**src/rtl/nx_event_interrupt_coalesce.sv**
```systemverilog
// Event-interrupt register block with software set and count/timeout interrupt coalescing.
// Optional OVF register at address 7 is built only when NX_EVENT_INT_OVERFLOW_EN is defined.

module nx_event_interrupt_coalesce #(
  parameter int N_ADDR_BITS = 16,
  parameter int N_INT_BITS  = 16,
  parameter int N_CNT_BITS  = 8,
  parameter int N_TMR_BITS  = 16
) (
  input  logic                   clk,
  input  logic                   rst_n,
  input  logic [N_ADDR_BITS-1:0] reg_addr,
  input  logic                   rd_stb,
  input  logic                   wr_stb,
  input  logic [N_INT_BITS-1:0]  int_stb,
  input  logic [N_INT_BITS-1:0]  int_data_in,
  output logic [N_INT_BITS-1:0]  int_data_out,
  output logic                   int_ack,
  output logic                   int_out
);

  typedef enum logic [1:0] {
    S_IDLE  = 2'd0,
    S_ACCUM = 2'd1,
    S_FIRE  = 2'd2
  } state_t;

  localparam logic [N_CNT_BITS-1:0] CNT_MAX = '1;
  localparam logic [N_TMR_BITS-1:0] TMR_MAX = '1;

`ifndef SYNTHESIS
  if (N_INT_BITS < 1 || N_CNT_BITS > N_INT_BITS || N_TMR_BITS > N_INT_BITS) begin : g_param_check
    $error("nx_event_interrupt_coalesce: illegal parameter combination");
  end
`endif

  logic [7:0]            w_sel;
  logic                  w_wr_raw;
  logic                  w_wr_mask;
  logic                  w_wr_set;
  logic                  w_wr_thr;
  logic                  w_wr_tmo;
  logic [N_INT_BITS-1:0] w_raw_clr;
  logic [N_INT_BITS-1:0] w_raw_set;
  logic [N_INT_BITS-1:0] w_raw_next;
  logic [N_INT_BITS-1:0] w_ovf_rd;

  logic [N_INT_BITS-1:0] r_raw;
  logic [N_INT_BITS-1:0] r_mask;
  logic [N_CNT_BITS-1:0] r_thr;
  logic [N_TMR_BITS-1:0] r_tmo;

  state_t                r_state;
  state_t                w_state_next;
  logic [N_CNT_BITS-1:0] r_cnt;
  logic [N_CNT_BITS-1:0] w_cnt_next;
  logic [N_TMR_BITS-1:0] r_tmr;
  logic [N_TMR_BITS-1:0] w_tmr_next;
  logic                  r_int_out;
  logic                  w_int_out_next;

  logic                  w_ev;
  logic                  w_any;
  logic                  w_legacy;
  logic [N_CNT_BITS:0]   w_cnt_sum;
  logic [N_TMR_BITS:0]   w_tmr_sum;
  logic                  w_cnt_hit;
  logic                  w_tmo_hit;
  logic [N_CNT_BITS-1:0] w_cnt_inc;
  logic [N_TMR_BITS-1:0] w_tmr_inc;

  genvar gi;

  // Full-width address compare so that aliases above address 7 decode to nothing.
  generate
    for (gi = 0; gi < 8; gi++) begin : g_sel
      assign w_sel[gi] = (reg_addr == N_ADDR_BITS'(gi));
    end
  endgenerate

  assign w_wr_raw  = wr_stb & w_sel[0];
  assign w_wr_mask = wr_stb & w_sel[2];
  assign w_wr_set  = wr_stb & w_sel[3];
  assign w_wr_thr  = wr_stb & w_sel[4];
  assign w_wr_tmo  = wr_stb & w_sel[5];

  assign w_raw_clr = w_wr_raw ? int_data_in : '0;
  assign w_raw_set = w_wr_set ? int_data_in : '0;

  // Both set sources override a same-cycle write-1-to-clear.
  generate
    for (gi = 0; gi < N_INT_BITS; gi++) begin : g_raw
      assign w_raw_next[gi] = int_stb[gi] | w_raw_set[gi] | (r_raw[gi] & ~w_raw_clr[gi]);
    end
  endgenerate

  always_ff @(posedge clk or negedge rst_n) begin
    if (!rst_n) begin
      r_raw  <= '0;
      r_mask <= '0;
      r_thr  <= '0;
      r_tmo  <= '0;
    end else begin
      r_raw <= w_raw_next;
      if (w_wr_mask) r_mask <= int_data_in;
      if (w_wr_thr)  r_thr  <= int_data_in[N_CNT_BITS-1:0];
      if (w_wr_tmo)  r_tmo  <= int_data_in[N_TMR_BITS-1:0];
    end
  end

`ifdef NX_EVENT_INT_OVERFLOW_EN
  logic                  w_wr_ovf;
  logic [N_INT_BITS-1:0] w_ovf_clr;
  logic [N_INT_BITS-1:0] w_ovf_next;
  logic [N_INT_BITS-1:0] r_ovf;

  assign w_wr_ovf  = wr_stb & w_sel[7];
  assign w_ovf_clr = w_wr_ovf ? int_data_in : '0;

  // A repeat strobe only counts as overflow if RAW is not being cleared underneath it.
  generate
    for (gi = 0; gi < N_INT_BITS; gi++) begin : g_ovf
      assign w_ovf_next[gi] = (int_stb[gi] & r_raw[gi] & ~w_raw_clr[gi])
                            | (r_ovf[gi] & ~w_ovf_clr[gi]);
    end
  endgenerate

  always_ff @(posedge clk or negedge rst_n) begin
    if (!rst_n) begin
      r_ovf <= '0;
    end else begin
      r_ovf <= w_ovf_next;
    end
  end

  assign w_ovf_rd = r_ovf;
`else
  assign w_ovf_rd = '0;
`endif

  assign w_ev      = |(int_stb & r_mask);
  assign w_any     = |(r_raw & r_mask);
  assign w_legacy  = (r_thr == '0);

  // One extra bit keeps the threshold/timeout compares free of wrap-around.
  assign w_cnt_sum = {1'b0, r_cnt} + (N_CNT_BITS+1)'(w_ev);
  assign w_tmr_sum = {1'b0, r_tmr} + (N_TMR_BITS+1)'(1);
  assign w_cnt_hit = (w_cnt_sum >= {1'b0, r_thr});
  assign w_tmo_hit = (r_tmo != '0) && (w_tmr_sum >= {1'b0, r_tmo});
  assign w_cnt_inc = (r_cnt == CNT_MAX) ? r_cnt : r_cnt + 1'b1;
  assign w_tmr_inc = (r_tmr == TMR_MAX) ? r_tmr : r_tmr + 1'b1;

  always_ff @(posedge clk or negedge rst_n) begin
    if (!rst_n) begin
      r_state   <= S_IDLE;
      r_cnt     <= '0;
      r_tmr     <= '0;
      r_int_out <= 1'b0;
    end else begin
      r_state   <= w_state_next;
      r_cnt     <= w_cnt_next;
      r_tmr     <= w_tmr_next;
      r_int_out <= w_int_out_next;
    end
  end

  always_comb begin
    w_state_next   = r_state;
    w_cnt_next     = r_cnt;
    w_tmr_next     = r_tmr;
    w_int_out_next = 1'b0;
    if (w_legacy) begin
      w_state_next   = S_IDLE;
      w_cnt_next     = '0;
      w_tmr_next     = '0;
      w_int_out_next = w_any;
    end else begin
      case (r_state)
        S_IDLE: begin
          w_cnt_next = '0;
          w_tmr_next = '0;
          if (w_ev) begin
            w_cnt_next   = N_CNT_BITS'(1);
            w_state_next = (r_thr == N_CNT_BITS'(1)) ? S_FIRE : S_ACCUM;
          end
        end
        S_ACCUM: begin
          w_tmr_next = w_tmr_inc;
          if (w_ev) w_cnt_next = w_cnt_inc;
          if (w_cnt_hit || w_tmo_hit) begin
            w_state_next = S_FIRE;
          end else if (!w_any && !w_ev) begin
            w_state_next = S_IDLE;
            w_cnt_next   = '0;
            w_tmr_next   = '0;
          end
        end
        S_FIRE: begin
          w_int_out_next = w_any;
          if (!w_any) begin
            w_state_next = S_IDLE;
            w_cnt_next   = '0;
            w_tmr_next   = '0;
          end
        end
        default: begin
          w_state_next = S_IDLE;
          w_cnt_next   = '0;
          w_tmr_next   = '0;
        end
      endcase
    end
  end

  always_comb begin
    int_data_out = '0;
    if (w_sel[0])      int_data_out = r_raw;
    else if (w_sel[1]) int_data_out = r_raw & r_mask;
    else if (w_sel[2]) int_data_out = r_mask;
    else if (w_sel[4]) int_data_out = N_INT_BITS'(r_thr);
    else if (w_sel[5]) int_data_out = N_INT_BITS'(r_tmo);
    else if (w_sel[6]) int_data_out = N_INT_BITS'(r_cnt);
    else if (w_sel[7]) int_data_out = w_ovf_rd;
  end

  assign int_ack = rd_stb | wr_stb;
  assign int_out = r_int_out;

endmodule
```
**config.mk**
```make
export PLATFORM = sky130hd
export DESIGN_NAME = nx_event_interrupt_coalesce
export DESIGN_NICKNAME = d
export VERILOG_FILES = /design/src/rtl/nx_event_interrupt_coalesce.sv
export SDC_FILE = /design/constraint.sdc
export NUM_CORES = 1
export LEC_CHECK = 0
export ABC_AREA = 1
export BUFFER_PORTS_ARGS = -buffer_cell sky130_fd_sc_hd__buf_2
export CORE_MARGIN = 2
export CORE_UTILIZATION = 58
export CTS_CLUSTER_DIAMETER = 120
export DETAILED_ROUTE_END_ITERATION = 12
export PLACE_DENSITY = 0.82
export SETUP_SLACK_MARGIN = 0.2
export SYNTH_ARGS = -nofsm -noshare
export SYNTH_HDL_FRONTEND = slang
export SYNTH_SLANG_ARGS = --single-unit
```
**constraint.sdc**
```tcl
create_clock -name clk -period 6.88 [get_ports clk]
set_input_delay 1.032 -clock clk [delete_from_list [all_inputs] [get_ports clk]]
set_output_delay 1.032 -clock clk [all_outputs]
set_load 0.01 [all_outputs]
```
==> results of run 1 <==
## sequential cells by signal, summed over array words and instances, names as in the netlist
| signal | count |
|---|---|
| r_tmo | 16 |
| r_mask | 16 |
| r_cnt | 8 |
| r_thr | 8 |
| int_out | 1 |
| r_tmr | 16 |
| r_raw | 16 |
| r_state | 2 |
## stage by stage
| stage | setup slack (ns) | hold slack [ns] |
|---|---|---|
| floorplan | 3.417 | 0.4742 |
| CTS | 2.745 | 0.5165 |
| detailed placement | 2.763 | 0.4954 |
| global route | 2.532 | 0.5489 |
| global placement | 2.801 | 0.4901 |
| finish | 2.750 | 0.5153 |
## worst paths after layout
path / cells after the start / startpoint / slack, ns / endpoint
max in group asynchronous: 2 / rst_n / 5.27 / r_raw[6]
min: 2 / r_mask[10] / 0.52 / r_mask[10]
min reg2reg: 2 / r_mask[10] / 0.52 / r_mask[10]
max reg2reg: 20 / r_mask[11] / 3.41 / r_tmr[15]
min in group asynchronous: 1 / rst_n / 0.58 / int_out
max: 11 / reg_addr[7] / 2.75 / int_data_out[0]
## Yosys cell counts (8+ instances only)
cell type  instances  area share (%)
xor2_1            22             3.3
nor3_1            13             1.1
o21ai_0           81             6.9
dfrtp_1           83              35
clkbuf_1          15            0.96
nor2_2             8            0.85
a21oi_1           18             1.5
nor2_1           133             8.5
nand2_1          199              13
inv_1             97             6.2
ha_1              28             5.9
nand4_1           14             1.5
o21ai_2           18             2.7
nand3_1           24             2.0
## power groups by stage
stage | registers (mW) | logic, mW | clock network, mW
3_3_place_gp | 0.497 | 0.0414 | 0
3_5_place_dp | 0.497 | 0.0422 | 0
2_1_floorplan | 0.497 | 0.0112 | 0
6_report | 0.488 | 0.0420 | 0.431
4_1_cts | 0.488 | 0.0423 | 0.432
5_1_grt | 0.488 | 0.0485 | 0.452
## cells by family (layout without fill, tap and decap cells)
kind of cell | after synthesis | in the layout
compound gates | 153 | 153
xor+xnor | 24 | 24
fa+ha+maj | 28 | 28
buf+inv | 125 | 188
flops | 83 | 83
mux | 1 | 1
simple gates | 417 | 417
## layout by cell type, fill, tap and decap left out, types with 2 or more instances in the layout
cell type and count:
nand2_1 199, a21oi_2 2, o22a_1 3, nand2_2 7, nor4_1 7, o21ai_0 81
clkbuf_8 9, o211ai_1 4, nand3_1 24, inv_2 5, nor2_2 8, xnor2_1 2
a21oi_1 18, o221ai_1 7, nor3_1 13, inv_1 97, clkinvlp_4 2, xor2_1 22
a221oi_1 5, ha_1 28, buf_2 68, nor2_1 133, bufinv_16 3, buf_4 2
nand3b_1 3, nand4_1 14, o21ai_2 18, o22ai_1 3, o21ai_1 6, nor2_4 3
a21boi_0 2, dfrtp_1 83
## per-layer routing
metal  global-route usage, %  vias to the layer above  wire length, um
met1                   39.01                     2596             6662
li1                        -                     2810                -
met4                   9.429                        0              268
met2                   43.74                      190             6584
met3                   4.242                       27              906
met5                       0                        -                0
## worst reg2reg max path, delay by kind of cell, from the launching register on
family                   cells  cell delay (ns)
flip-flops                   1             0.42
XOR/XNOR                     1             0.17
AO/OA/AOI/OAI                4             0.51
AND/OR/NAND/NOR             12             1.58
buffers and inverters        1             0.17
adder cells (fa/ha/maj)      2             0.50
## cell type report
cell class,count,share of cell area [%]
clock buffers,9,1.905
clock inverters,6,1.751
inverters,103,5.945
multi-input cells,623,50.44
flip-flops and latches,83,31.94
well taps,133,2.559
repair buffers,70,5.464
==> impl_metrics.toml, run 1 <==
[cells_and_area]
nNetsFinal = 970
multiInputGateArea_sq_um = 3281
stdcell_count = 1027
antennaDiodeCount = 0
drive_gt1_share_pct = 15.10
final_core_util_pct = 66.23
syn2layout_area_growth_pct = 10.38
post-route-cell-area_sq_um = 6504
seq_area_sq_um = 2077
n_fill_cell = 935

[grt]
grt_first_pass_wirelength_um = 24720
gr-total-overflow = 0
grt_use_total_pct = 27.71
antenna_found_initial = 0
grt_max_degree = 54
first_global_vias = 5255

[power_and_ir_drop]
p_total_mw = 0.9607
p_per_area_nw_per_um2 = 147.7
p_comb_share_pct = 4.4
clockPowerShare_pct = 44.9
p_sw_mw = 0.2184
ir_worst_vdd_mv = 0.09700
seq_power_share_pct = 50.7
swShare_pct = 22.73
intPower_mw = 0.7423
leakagePower_nw = 3.135

[synth]
async_flop_share_pct = 100.0
synth_top_family_by_area = "simple AND/OR/NAND/NOR gates"
syn_nets = 911
synth_compound_area_share_pct = 15.78
netlist_instances = 831
synth_edf_count = 0
syn_area_per_cell_sq_um = 7.090
yosys.cell_types.count = 43
synth-adder-area-share_pct = 5.946
synth_flop_cell = "dfrtp_1"
synth.mux.area_fraction_pct = 0.1699
netlist_area_sq_um = 5892
ys_seq_area_share_pct = 35.25
yosys_register_bits = 83
synth_xor_area_share_pct = 3.568
yosysWarnings = 0
yosys.area_share.simple_pct = 30.22

[clock_tree]
cts_hold_buf = 0
cts_tree = "built"
post_cts_resized = 0
cts_buffers = 9
path_clk_slew_ns = 0.09
post_cts_buffers = 0
htree_levels = 3
clkSinkCount = 83
cts_max_path_buffers = 2
clk-insertion-delay-late_ns = 0.37
cts_root_buf = "clkbuf_8"

[placement]
gp_congestion = 0.9683
portBuffers = 69
placed_area_sq_um = 6266
dp_hpwl_um = 11060
placed_cells = 1012

[sta]
hold_viol = 0
rsz0062_at_grt = "false"
tightestPinTransition_ns = 1.115
fmax_ghz = 0.2421
fin_worst_skew_ns = 0.009200
setup_viol = 0
slew_headroom_pct = 25.47
final_max_slew_viol_count = 0
fin_crit_sh_pct = 60.03
layout_min_cycle_time_ns = 4.130
finalSetupTns_ns = 0

[critical_path]
path_cells = "buf_2 -> nor2_1 -> nand2_1 -> nor2_1 -> nand4_1 -> inv_1 -> nand2_1 -> o211ai_1 -> nand2_1 -> a21oi_1 -> buf_2"
cp-end-kind = "output port"
critPathLaunchType = "input port"
cp_top_family = "simple AND/OR/NAND/NOR gates"
cp_common_cell = "nand2_1"
crit_fanout = 11
crit_arrival_ns = 3.10
cp_num_buf_inv = 3
crit_type = "in -> out"
crit_path_max_incr_delay_ns = 0.48
worstPathRequired_ns = 5.85
slowest_stage = "nand4_1"

[job]
maxCapViolCount = 0

[run_status]
outcome = "finished clean"

[floorplan]
die_area_sq_um = 10980
fp-row-count = 36
design.core.area_sq_um = 9819
die_w_um = 104.8
start_util_pct = 60.00
boundaryPins = 70
die_h_um = 104.8

[min_path]
hold_path.class = "reg -> reg"

[route]
num_vias = 5623
drt_iter0_drc = 271
wl_per_cell_um = 14.04
drc = 0
wirelength_um = 14420
drt.antenna.violating_nets = 0
drtPass1Iterations = 5
via_per_inst = 5.475
Note: power is estimated with default switching activity, not from simulation.
==> inputs of run 2 (changes only) <==
--- a/config.mk
+++ b/config.mk
@@ -8,10 +8,10 @@
 export ABC_AREA = 1
 export BUFFER_PORTS_ARGS = -buffer_cell sky130_fd_sc_hd__buf_2
 export CORE_MARGIN = 2
-export CORE_UTILIZATION = 58
+export CORE_UTILIZATION = 54
 export CTS_CLUSTER_DIAMETER = 120
 export DETAILED_ROUTE_END_ITERATION = 12
-export PLACE_DENSITY = 0.82
+export PLACE_DENSITY = 0.81
 export SETUP_SLACK_MARGIN = 0.2
 export SYNTH_ARGS = -nofsm -noshare
 export SYNTH_HDL_FRONTEND = slang
==> constraint.sdc (replaced) <==
create_clock -name clk -period 3.5 [get_ports clk]
set_input_delay 0.525 -clock clk [delete_from_list [all_inputs] [get_ports clk]]
set_output_delay 0.525 -clock clk [all_outputs]
set_load 0.01 [all_outputs]
==> run 2 against run 1 <==
Net effect: clock power grew 69%; combinational power is 100% higher; global-route usage down 0.94 points; flip-flop and latch count unchanged; clock skew up 0.0030 ns; die area is 7.1% higher; sequential share of layout area shrank 0.91 points; first-iteration DRC count is 30% higher; register-to-register slack lost 3.1 ns; core utilization fell by 3.9 points; largest cell class unchanged; largest power group unchanged.
==> impl_metrics.toml, run 2 (synthesis gave the netlist of run 1 again) <==
[run_status]
outcome = "finished clean"

[route]
drtPass1Iterations = 5
num_vias = 5674
via_per_inst = 5.388
drt.antenna.violating_nets = 0
wirelength_um = 15210
wl_per_cell_um = 14.44
drc = 0
drt_iter0_drc = 351

[clock_tree]
clkSinkCount = 83
cts_tree = "built"
clk-insertion-delay-late_ns = 0.38
cts_max_path_buffers = 2
cts_buffers = 9
cts_root_buf = "clkbuf_8"
path_clk_slew_ns = 0.09
htree_levels = 3

[power_and_ir_drop]
p_total_mw = 1.770
p_comb_share_pct = 4.8
clockPowerShare_pct = 41.1
intPower_mw = 1.323
p_per_area_nw_per_um2 = 264.3
leakagePower_nw = 3.214
seq_power_share_pct = 54.2
ir_worst_vdd_mv = 0.3535
p_sw_mw = 0.4462
swShare_pct = 25.21

[grt]
first_global_vias = 5193
gr-total-overflow = 0
grt_use_total_pct = 26.77
top_usage_layer = "met2"
antenna_found_initial = 0
use_met3_pct = 3.978
grt_max_degree = 51
grt_first_pass_wirelength_um = 24700
grtUsageMet1_pct = 37.89
gr-usage-met2_pct = 40.98

[placement]
portBuffers = 69
dp_slack_ns = 0.2185
gp_congestion = 0.9794
dp_hpwl_um = 11260

[sta]
rsz0062_at_grt = "false"
slew_headroom_pct = 36.57
tightestPinTransition_ns = 0.9479
setup_viol = 0
fmax_ghz = 0.3173
hold_viol = 0
fin_crit_sh_pct = 90.04
layout_min_cycle_time_ns = 3.151
finalWorstSetupSlack_ns = 0.3486
finalSetupTns_ns = 0
final_max_slew_viol_count = 0
fin_worst_skew_ns = 0.01222

[cells_and_area]
nNetsFinal = 988
drive_gt1_share_pct = 17.52
final_core_util_pct = 62.31
n_fill_cell = 1018
layout_common_cells = "199 x nand2_1, 131 x nor2_1, 97 x inv_1"
antennaDiodeCount = 0
syn2layout_area_growth_pct = 13.63
final_common_cell = "nand2_1"

[critical_path]
slowest_stage = "dfrtp_1"
crit_arrival_ns = 3.46
worstPathRequired_ns = 3.81
critPathLaunchType = "register"
reg2reg_depth = 21
path_cells = "buf_4 -> nand3_1 -> nor2_1 -> inv_1 -> nor2_2 -> nand2_1 -> nor2_1 -> nand2_1 -> xor2_1 -> inv_1 -> ha_1 -> nand2_1 -> nor2_1 -> nand2_1 -> a21oi_1 -> nand2_1 -> nand2_1 -> nand2_2 -> nand3_4 -> nand2_4 -> o21ai_2"
crit_path_max_incr_delay_ns = 0.43
r2r_end = "r_tmr[5]"
crit_type = "reg -> reg"
cp_common_cell = "nand2_1"
crit_fanout = 6
rr_startpoint = "r_tmr[0]"
cp-end-kind = "register"
r2r_setup_slack_ns = 0.35

[floorplan]
die_area_sq_um = 11760
fp-row-count = 38
boundaryPins = 70
design.core.area_sq_um = 10750
die_w_um = 108.5
die_h_um = 108.5
start_util_pct = 54.83

[min_path]
hold_path.class = "in -> async"

[job]
maxCapViolCount = 0
==> run 2: what timing repair did <==
action / CTS / global route
endpoints found under the setup margin: 0 / 26
gates resized for setup: 0 / 14
endpoints found under the hold margin: 0 / 0
setup buffers: 0 / 6
hold buffers: 0 / 0
==> run 2: cell type report <==
cell class	count	area [sq um]	share of cell area [%]
clock inverters	7	76.32	1.140
flip-flops and latches	83	2077	31.02
inverters	103	386.6	5.775
repair buffers	85	467.9	6.989
multi-input cells	626	3388	50.61
clock buffers	9	123.9	1.850
well taps	140	175.2	2.616
==> run 2: worst max-delay path by stage <==
stage	startpoint	end	depth (start not counted)
3_3_place_gp	int_stb[10]	r_cnt[7]	21
5_1_grt	r_tmr[0]	r_cnt[3]	21
4_1_cts	r_tmr[0]	r_cnt[7]	20
3_5_place_dp	int_stb[10]	r_tmr[15]	21
2_1_floorplan	int_stb[10]	r_cnt[2]	21
6_report	r_tmr[0]	r_tmr[5]	21
==> run 2: per-stage QoR <==
step | cell area [sq um] | cells | hold slack (ns)
3_3_place_gp | 6342 | 1028 | 0.4889
6_report | 6695 | 1053 | 0.1672
3_5_place_dp | 6342 | 1028 | 0.4995
2_1_floorplan | 5892 | 831 | 0.2294
4_1_cts | 6543 | 1044 | 0.1860
5_1_grt | 6695 | 1053 | 0.2159
==> run 2: power groups by stage <==
stage               Sequential (mW)  Combinational (mW)  Clock (mW)
finish                        0.958              0.0842       0.727
global route                  0.959              0.0963       0.784
CTS                           0.958              0.0850       0.735
detailed placement            0.978              0.0847           0
global placement              0.978              0.0838           0
floorplan                     0.978              0.0221           0
==> run 2: worst max-delay path, delay by kind of cell, from the launching register on <==
kind	cells	cell delay (ns)
and+or+nand+nor	14	1.63
DFF	1	0.43
buffers and inverters	3	0.35
adders and majority gates	1	0.28
AOI/OAI and AO/OA	2	0.26
xor gates and xnor gates	1	0.13
==> run 2: routing by layer <==
metal / routed length (um) / vias to the layer above
met4: 493 / 0
met1: 6873 / 2596
met5: 0 / -
li1: - / 2858
met2: 6965 / 182
met3: 876 / 38
